==> src/rtl/muldiv_defs.sv <==
// ----------------------------------------------------------------------------
// muldiv_defs
// Shared definitions for the multiply/divide sequencer.
//   ALU_MULT / ALU_DIV : operation codes as produced by the ALU control decode.
//   S_IDLE / S_MUL / S_DIV : sequencer state encodings.
// ----------------------------------------------------------------------------
package muldiv_defs;

    localparam logic [3:0] ALU_MULT = 4'b0101;
    localparam logic [3:0] ALU_DIV  = 4'b1011;

    localparam logic [1:0] S_IDLE = 2'd0;
    localparam logic [1:0] S_MUL  = 2'd1;
    localparam logic [1:0] S_DIV  = 2'd2;

endpackage : muldiv_defs

==> src/rtl/muldiv_sequencer.sv <==
// ----------------------------------------------------------------------------
// muldiv_sequencer
// Multi-cycle unsigned multiply (shift-add) and divide (restoring) unit that
// produces a 64-bit result in HI/LO, one bit per clock.
//
// Ports
//   clk         in   rising-edge clock
//   reset       in   synchronous, active-high reset
//   start       in   request strobe, sampled every rising edge
//   ALU_Control in   operation code (ALU_MULT or ALU_DIV accepted)
//   A           in   multiplicand / dividend
//   B           in   multiplier / divisor
//   busy        out  operation in progress (stall request)
//   done        out  one-cycle completion pulse
//   Hi          out  mult: upper product, div: remainder
//   Lo          out  mult: lower product, div: quotient
//   div_by_zero out  set when the last divide had a zero divisor
// ----------------------------------------------------------------------------
module muldiv_sequencer
    import muldiv_defs::*;
#(
    parameter int WIDTH = 32
) (
    input  logic             clk,
    input  logic             reset,
    input  logic             start,
    input  logic [3:0]       ALU_Control,
    input  logic [WIDTH-1:0] A,
    input  logic [WIDTH-1:0] B,
    output logic             busy,
    output logic             done,
    output logic [WIDTH-1:0] Hi,
    output logic [WIDTH-1:0] Lo,
    output logic             div_by_zero
);

    localparam int CW = $clog2(WIDTH) + 1;

    logic [1:0]         state_q, state_d;
    logic [CW-1:0]      cnt_q,   cnt_d;
    // Multiply: {upper, lower} partial product, lower half starts as B.
    // Divide:   {remainder, quotient}, quotient half starts as A.
    logic [2*WIDTH-1:0] acc_q,   acc_d;
    // Multiplicand for MUL, divisor for DIV.
    logic [WIDTH-1:0]   opnd_q,  opnd_d;
    logic               busy_q,  busy_d;
    logic               done_q,  done_d;
    logic [WIDTH-1:0]   hi_q,    hi_d;
    logic [WIDTH-1:0]   lo_q,    lo_d;
    logic               dbz_q,   dbz_d;

    // Iteration datapath
    logic [WIDTH:0]     mul_sum;
    logic [2*WIDTH-1:0] mul_next;
    logic [WIDTH:0]     rem_sh;
    logic [WIDTH:0]     rem_diff;
    logic               div_ge;
    logic [2*WIDTH-1:0] div_next;
    logic               last_iter;
    logic               req_ok;

    always_comb begin
        // Add the multiplicand into the upper half with carry, then shift the
        // whole accumulator right; the carry becomes the new MSB.
        mul_sum  = {1'b0, acc_q[2*WIDTH-1:WIDTH]}
                 + (acc_q[0] ? {1'b0, opnd_q} : {(WIDTH+1){1'b0}});
        mul_next = {mul_sum, acc_q[WIDTH-1:1]};

        // Shift {rem, quot} left; the shifted remainder needs one extra bit
        // before the compare so no dividend bit is lost.
        rem_sh   = acc_q[2*WIDTH-1:WIDTH-1];
        rem_diff = rem_sh - {1'b0, opnd_q};
        div_ge   = (rem_sh >= {1'b0, opnd_q});
        div_next = {(div_ge ? rem_diff[WIDTH-1:0] : rem_sh[WIDTH-1:0]),
                    acc_q[WIDTH-2:0], div_ge};

        last_iter = (cnt_q == CW'(WIDTH - 1));
        req_ok    = start && ((ALU_Control == ALU_MULT) || (ALU_Control == ALU_DIV));
    end

    always_comb begin
        // NOTE: every signal gets a default first so no path leaves one
        // unassigned, which would otherwise infer a latch.
        state_d = state_q;
        cnt_d   = cnt_q;
        acc_d   = acc_q;
        opnd_d  = opnd_q;
        busy_d  = busy_q;
        done_d  = 1'b0;
        hi_d    = hi_q;
        lo_d    = lo_q;
        dbz_d   = dbz_q;

        case (state_q)
            S_IDLE: begin
                if (req_ok) begin
                    busy_d = 1'b1;
                    dbz_d  = 1'b0;
                    cnt_d  = '0;
                    if (ALU_Control == ALU_MULT) begin
                        state_d = S_MUL;
                        opnd_d  = A;
                        acc_d   = {{WIDTH{1'b0}}, B};
                    end else begin
                        state_d = S_DIV;
                        opnd_d  = B;
                        acc_d   = {{WIDTH{1'b0}}, A};
                    end
                end
            end

            S_MUL: begin
                acc_d = mul_next;
                cnt_d = cnt_q + CW'(1);
                if (last_iter) begin
                    hi_d    = mul_next[2*WIDTH-1:WIDTH];
                    lo_d    = mul_next[WIDTH-1:0];
                    done_d  = 1'b1;
                    busy_d  = 1'b0;
                    state_d = S_IDLE;
                end
            end

            S_DIV: begin
                if (opnd_q == '0) begin
                    // Zero divisor: finish at once with the dividend as the
                    // remainder and an all-ones quotient.
                    hi_d    = acc_q[WIDTH-1:0];
                    lo_d    = '1;
                    dbz_d   = 1'b1;
                    done_d  = 1'b1;
                    busy_d  = 1'b0;
                    state_d = S_IDLE;
                end else begin
                    acc_d = div_next;
                    cnt_d = cnt_q + CW'(1);
                    if (last_iter) begin
                        hi_d    = div_next[2*WIDTH-1:WIDTH];
                        lo_d    = div_next[WIDTH-1:0];
                        done_d  = 1'b1;
                        busy_d  = 1'b0;
                        state_d = S_IDLE;
                    end
                end
            end

            default: begin
                state_d = S_IDLE;
                busy_d  = 1'b0;
            end
        endcase
    end

    // NOTE: sequential state uses non-blocking assignments so every flop
    // samples its _d value from before the edge, independent of order.
    always_ff @(posedge clk) begin
        if (reset) begin
            state_q <= S_IDLE;
            cnt_q   <= '0;
            acc_q   <= '0;
            opnd_q  <= '0;
            busy_q  <= 1'b0;
            done_q  <= 1'b0;
            hi_q    <= '0;
            lo_q    <= '0;
            dbz_q   <= 1'b0;
        end else begin
            state_q <= state_d;
            cnt_q   <= cnt_d;
            acc_q   <= acc_d;
            opnd_q  <= opnd_d;
            busy_q  <= busy_d;
            done_q  <= done_d;
            hi_q    <= hi_d;
            lo_q    <= lo_d;
            dbz_q   <= dbz_d;
        end
    end

    assign busy        = busy_q;
    assign done        = done_q;
    assign Hi          = hi_q;
    assign Lo          = lo_q;
    assign div_by_zero = dbz_q;

endmodule : muldiv_sequencer

==> config.mk <==
export PLATFORM = sky130hd
export DESIGN_NAME = muldiv_sequencer
export DESIGN_NICKNAME = d
export VERILOG_FILES = /design/src/rtl/muldiv_defs.sv /design/src/rtl/muldiv_sequencer.sv
export SDC_FILE = /design/constraint.sdc
export NUM_CORES = 1
export LEC_CHECK = 0
export CAP_MARGIN = 20
export CELL_PAD_IN_SITES_DETAIL_PLACEMENT = 1
export CELL_PAD_IN_SITES_GLOBAL_PLACEMENT = 2
export CORE_MARGIN = 2
export CORE_UTILIZATION = 25
export CTS_CLUSTER_SIZE = 28
export DETAILED_ROUTE_END_ITERATION = 12
export PLACE_DENSITY = 0.67
export SLEW_MARGIN = 20
export SYNTH_ARGS = -nofsm -noshare
export SYNTH_HDL_FRONTEND = slang
export SYNTH_SLANG_ARGS = --single-unit
==> constraint.sdc <==
create_clock -name clk -period 5.1 [get_ports clk]
set_clock_uncertainty 0.05 [all_clocks]
set_input_delay 0.51 -clock clk [delete_from_list [all_inputs] [get_ports clk]]
set_output_delay 0.51 -clock clk [all_outputs]
set_load 0.03 [all_outputs]
==> impl_metrics.toml, run 1 <==
[finish]
layout_common_cells = "dfxtp_1, a21oi_1, nor2_1, clkdlybuf4s50_1, nand2_1"
drive_above_1_share_pct = 4.92
multi_input_area_um2 = 8260
fill_cells = 5858
layout_commonest_cell = "dfxtp_1"
fin_cells = 2331
n_antenna_cell = 0
area_growth_pct = 20.8
fin_nets = 1797
seqCellArea_um2 = 3420

[hold_path]
hold_class = "reg2reg"
min_from = "Lo[29]"

[routing]
drtIter0Drc = 718
routed-via-count = 12500
wl_per_cell_um = 22.7
via_per_inst = 5.36
ant_nets = 0
routed_wl_mm = 52.9
drc = 0
firstDrtPassIters = 5

[setup_path]
cp_cell_sequence = "and2_1, ha_1, o21ai_0, o21a_1, a21oi_1, a21o_1, a31oi_4, o31ai_1, a221o_1, a31oi_1, xnor2_1, a221o_1"
critPathTopFamily = "compound AO/OA/AOI/OAI gates"
critPathSlowestCell = "dfxtp_1"
cp-startpoint = "acc_q[0]"
startpoint_type = "flip-flop"
worst-path-buf-inv = 0
setup.worst_path.end_class = "flip-flop"
path_class = "reg2reg"
cpPeakStageDelay_ps = 780
critPathArrivalTime_ps = 4330
regToRegSetupSlack_ps = 1070
r2r_start = "acc_q[0]"
cpMostUsedCell = "a221o_1"
cp_max_fo = 20
cp_data_required_time_ps = 5400

[floorplanning]
num_rows = 81
start_util_pct = 25.3
pin_count = 138
die_w_um = 226
core_area_um2 = 48700
fp.dieH_um = 226
die_area_um2 = 51000

[cts]
htreeDepth = 4
clkTransAtPathRegs_ps = 70
clock_latency_ps = 470
cts-resized-gates = 0
cts_root_buffer = "clkbuf_16"
cts_buffer_depth = 2
ctsHoldBuffers = 0
clock_sinks = 171
cts_tree = "built"
numCtsBuffers = 17
postCtsSetupBuffers = 0

[place]
portBuffers = 137
dpl.hpwl_mm = 39.3
placed_cells = 2300
place_congestion = 0.884

[global_routing]
antenna_found_initial = 1
grt_max_degree = 68
grt.total_usage_pct = 20.8
overflow = 0
grt_pass1_wl_mm = 80.4
grt_pass1_vias = 13000

[timing]
hold_viol = 0
final-setup-viol-count = 0
whs_ps = 406
fin_crit_sh_pct = 79.0
relSlewSlack_pct = 34.4
post-route-min-period_ps = 4030
tightest_slew_ps = 981
finalMaxSlewViolations = 0
rsz0062_at_grt = "false"
clock.fmax_ghz = 0.248
setup-tns-final_ps = 0

[run_status]
outcome = "complete, no violations"

[run]
maxCapViolCount = 0

[synth]
ys_types = 71
synth-async-reset-ratio_pct = 0
ys.flop_type = "dfxtp_1"
synth-edff-count = 0
synth_area_um2 = 12300
synth-seq-cells = 171
ys_warn_count = 0
netlist_instances = 1601
ys_seq_area_share_pct = 27.8
syn-num-nets = 1743
avgSynthCellArea_um2 = 7.69

[power_and_ir_drop]
p_leak_nw = 5.37
peakVddDrop_mv = 0.261
power-per-cell-area_nw_per_um2 = 251
==> tightest hold or removal path, stage by stage, from the launching register on <==
cell     delay (ps)
dfxtp_1         310
nand2_1          50
a21oi_1          50
==> flip-flops by register name, indices dropped and copies added (netlist names) <==
| register | count |
|---|---|
| acc_q | 64 |
| Hi | 32 |
| Lo | 32 |
| opnd_q | 32 |
| cnt_q | 6 |
| state_q | 2 |
| busy | 1 |
| div_by_zero | 1 |
| done | 1 |
==> Yosys cell counts, types with 3 or more instances <==
library cell	instances	area, µm²
a211o_1	13	114
a211oi_1	108	811
a21boi_0	4	30.0
a21o_1	27	203
a21oi_1	168	841
a221o_1	8	80.1
a22o_1	3	26.3
a22oi_1	59	443
a311oi_1	7	61.3
a31oi_1	9	56.3
and2_1	36	225
and3_1	13	81.3
and4_1	3	26.3
buf_1	10	37.5
buf_2	9	45.0
clkbuf_1	104	390
dfxtp_1	171	3420
ha_1	69	863
inv_1	48	180
mux2_2	5	56.3
mux2i_1	52	521
nand2_1	121	454
nand2b_1	7	43.8
nand3_1	19	95.1
nand3b_1	3	22.5
nand4_1	19	119
nor2_1	156	586
nor2b_1	42	263
nor3_1	16	80.1
nor4_1	9	56.3
o2111ai_1	4	35.0
o211ai_1	35	263
o21a_1	8	60.1
o21ai_0	70	350
o21bai_1	10	75.1
o221ai_1	11	96.3
o22ai_1	6	37.5
o31ai_1	5	37.5
or3_1	34	213
xnor2_1	39	342
xor2_1	22	193
==> cell families (layout without fill, tap and decap cells) <==
group                      count (synthesis)  in the layout  share of synthesized area, %
AOI/OAI and AO/OA                        574            574                          30.9
and+or+nand+nor                          493            493                          19.4
buffers and inverters                    174            240                          5.48
DFF                                      171            171                          27.8
adders and majority gates                 71             71                          7.34
xor gates and xnor gates                  61             61                          4.34
muxes                                     57             57                          4.69
==> through the flow <==
stage	power, mW	area, µm²	utilization (%)	setup slack [ps]
2_1_floorplan	1.96	12300	-	1750
3_3_place_gp	2.32	14300	29.3	1110
3_5_place_dp	2.32	14300	29.3	1050
4_1_cts	3.75	14900	30.5	1020
5_1_grt	3.87	14900	30.5	747
6_report	3.73	14900	30.5	1070
==> power by group <==
group | internal [mW] | leakage (nW) | switching, mW
combinational | 0.310 | 3.70 | 0.574
sequential | 1.36 | 1.38 | 0.0514
clock | 0.788 | 0.283 | 0.641
==> final cells by class <==
cell class,count,area share [%]
Multi-Input combinational cell,1256,55.5
Sequential cell,171,23.0
Timing Repair Buffer,161,10.6
Tap cell,664,5.59
Clock buffer,19,2.98
Inverter,48,1.21
Clock inverter,12,1.10
==> path summary, 6_finish.rpt <==
| path | endpoint | depth (start not counted) |
|---|---|---|
| setup reg to reg | acc_q[62] | 12 |
| setup / recovery | acc_q[62] | 12 |
| hold reg to reg | Lo[29] | 2 |
| hold / removal | Lo[29] | 2 |
==> metal layers <==
metal	share of wire (%)	GRT usage, %	routed length, µm	vias up
li1	-	-	-	6014
met1	50	29.1	26200	6151
met2	44	32.4	23300	279
met3	4.0	3.56	2140	58
met4	2.4	6.69	1290	0
met5	0	0	0	-
No activity file was read; power rests on OpenSTA's default activity.
==> inputs of run 2 (changes only) <==
--- a/config.mk
+++ b/config.mk
@@ -12,7 +12,7 @@
 export CORE_UTILIZATION = 25
 export CTS_CLUSTER_SIZE = 28
 export DETAILED_ROUTE_END_ITERATION = 12
-export PLACE_DENSITY = 0.67
+export PLACE_DENSITY = 0.7
 export SLEW_MARGIN = 20
 export SYNTH_ARGS = -nofsm -noshare
 export SYNTH_HDL_FRONTEND = slang
==> constraint.sdc (replaced) <==
create_clock -name clk -period 3.3 [get_ports clk]
set_clock_uncertainty 0.05 [all_clocks]
set_input_delay 0.33 -clock clk [delete_from_list [all_inputs] [get_ports clk]]
set_output_delay 0.33 -clock clk [all_outputs]
set_load 0.03 [all_outputs]
==> impl_metrics.toml, run 2 (synthesis gave the netlist of run 1 again) <==
[finish]
drive_above_1_share_pct = 21.0
regMostFlops = "acc_q"
largest_reg_flops = 64
fin_cells = 2549
fin_nets = 2014
fill_cells = 5848
area_growth_pct = 39.8
layout_commonest_cell = "buf_4"
n_antenna_cell = 0
layout_common_cells = "buf_4, dfxtp_1, a21oi_1, nor2_1, clkdlybuf4s50_1"
final_area_um2 = 17200

[timing]
setup-tns-final_ps = 0
rsz0062_at_grt = "true"
hold_viol = 0
finalMaxSlewViolations = 0
post-route-min-period_ps = 3240
relSlewSlack_pct = 55.7
tightest_slew_ps = 661
final-setup-viol-count = 0
whs_ps = 122
fin_crit_sh_pct = 98.2
clock.fmax_ghz = 0.308

[cts]
cts_tree = "built"
cts_root_buffer = "clkbuf_16"
cts_buffer_depth = 2
clock_sinks = 171
numCtsBuffers = 17
clkTransAtPathRegs_ps = 70
htreeDepth = 4
clock_latency_ps = 480
ctsHoldBuffers = 0

[routing]
drtIter0Drc = 798
routed-via-count = 13400
firstDrtPassIters = 5
routed_wl_mm = 57.0
wl_per_cell_um = 22.4
ant_nets = 0
via_per_inst = 5.27
drc = 0

[power_and_ir_drop]
p_leak_nw = 6.56
seq_power_share_pct = 36.4
switching_share_pct = 34.4
p_switching_mw = 2.05
pwr-share-comb_pct = 29.4
power-per-cell-area_nw_per_um2 = 347
p_int_mw = 3.92
peakVddDrop_mv = 0.419
clockPowerShare_pct = 34.2

[global_routing]
grt_pass1_wl_mm = 85.5
grt_pass1_vias = 13800
grt.total_usage_pct = 22.2
grt_max_degree = 104
antenna_found_initial = 0
overflow = 0

[setup_path]
cp_max_fo = 7
cpPeakStageDelay_ps = 410
startpoint_type = "flip-flop"
cpMostUsedCell = "a211o_1"
setup.worst_path.end_class = "flip-flop"
critPathSlowestCell = "or3b_4"
cp_data_required_time_ps = 3610
critPathTopFamily = "compound AO/OA/AOI/OAI gates"
critPathArrivalTime_ps = 3550
cp_cell_sequence = "buf_6, and2_1, ha_4, nand4_1, nor2_1, a211o_1, a21o_1, a211o_1, or3b_4, a311oi_2, xnor2_1, a221o_1"
path_class = "reg2reg"
worst-path-buf-inv = 1

[floorplanning]
start_util_pct = 25.3
num_rows = 81
fp.dieH_um = 226
die_area_um2 = 51000
core_area_um2 = 48700
die_w_um = 226
pin_count = 138

[hold_path]
hold_class = "in2reg"

[run_status]
outcome = "complete, no violations"

[place]
place_congestion = 0.894
postPlaceCellArea_um2 = 16000
dpl.hpwl_mm = 43.8
portBuffers = 137
placed_cells = 2510

[run]
maxCapViolCount = 0
-- run 2: cell types whose count changed in the layout (fill, tap and decap cells not counted), moves of 9 or more --
cell / previous run / this run
dfxtp_2: 0 / 9
a21oi_2: 1 / 11
a21oi_1: 168 / 156
buf_4: 23 / 227
dfxtp_1: 171 / 159
buf_12: 2 / 12
ha_1: 67 / 42
ha_4: 1 / 19
-- run 2: worst paths after layout --
kind / slack [ps] / depth (start not counted) / endpoint / startpoint
hold reg to reg: 410 / 2 / Lo[29] / Lo[29]
hold / removal: 120 / 2 / Hi[25] / reset
setup reg to reg: 60 / 12 / acc_q[60] / acc_q[0]
setup / recovery: 60 / 12 / acc_q[60] / acc_q[0]
-- run 2: cell type report --
cell class / count / area (µm²) / share of cell area [%]
Sequential cell: 171 / 3450 / 20.0
Inverter: 48 / 180 / 1.05
Clock buffer: 18 / 429 / 2.49
Timing Repair Buffer: 378 / 3340 / 19.4
Clock inverter: 14 / 136 / 0.793
Tap cell: 664 / 831 / 4.83
Multi-Input combinational cell: 1256 / 8840 / 51.4
-- run 2: stage by stage --
stage                     total power [mW]  utilization, %  setup slack (ps)
after floorplan                       3.04               -             0.365
after global placement                3.84            32.7              -334
after detailed placement              3.85            32.7              -318
after CTS                             5.94            34.3              2.69
after global routing                  6.20            35.3             -72.4
final                                 5.97            35.3              58.0
-- run 2: repair_timing --
action	CTS	global route
setup buffers	1	6
endpoints found under the setup margin	45	52
gates resized for setup	39	90
pin swaps	11	38
-- run 2: metal layers --
metal  global-route usage (%)  part of all wire, %  vias to the layer above
li1                         -                    -                     6432
met1                     31.1                   49                     6629
met2                     34.8                   45                      303
met3                     2.56                  3.7                       71
met4                     7.93                  2.8                        0
met5                        0                    0                        -
-- run 2: power groups by stage --
stage                     clock [mW]  combinational, mW  sequential, mW
final                           2.04               1.76            2.17
after global routing            2.15               1.87            2.18
after CTS                       2.08               1.69            2.17
after detailed placement           0               1.63            2.22
after global placement             0               1.62            2.22
after floorplan                    0              0.822            2.21
==> inputs of run 3 (changes only) <==
--- a/config.mk
+++ b/config.mk
@@ -5,7 +5,6 @@
 export SDC_FILE = /design/constraint.sdc
 export NUM_CORES = 1
 export LEC_CHECK = 0
-export CAP_MARGIN = 20
 export CELL_PAD_IN_SITES_DETAIL_PLACEMENT = 1
 export CELL_PAD_IN_SITES_GLOBAL_PLACEMENT = 2
 export CORE_MARGIN = 2
==> results of run 3 <==
Final layout, timing and power as in run 2 (identical DEF).
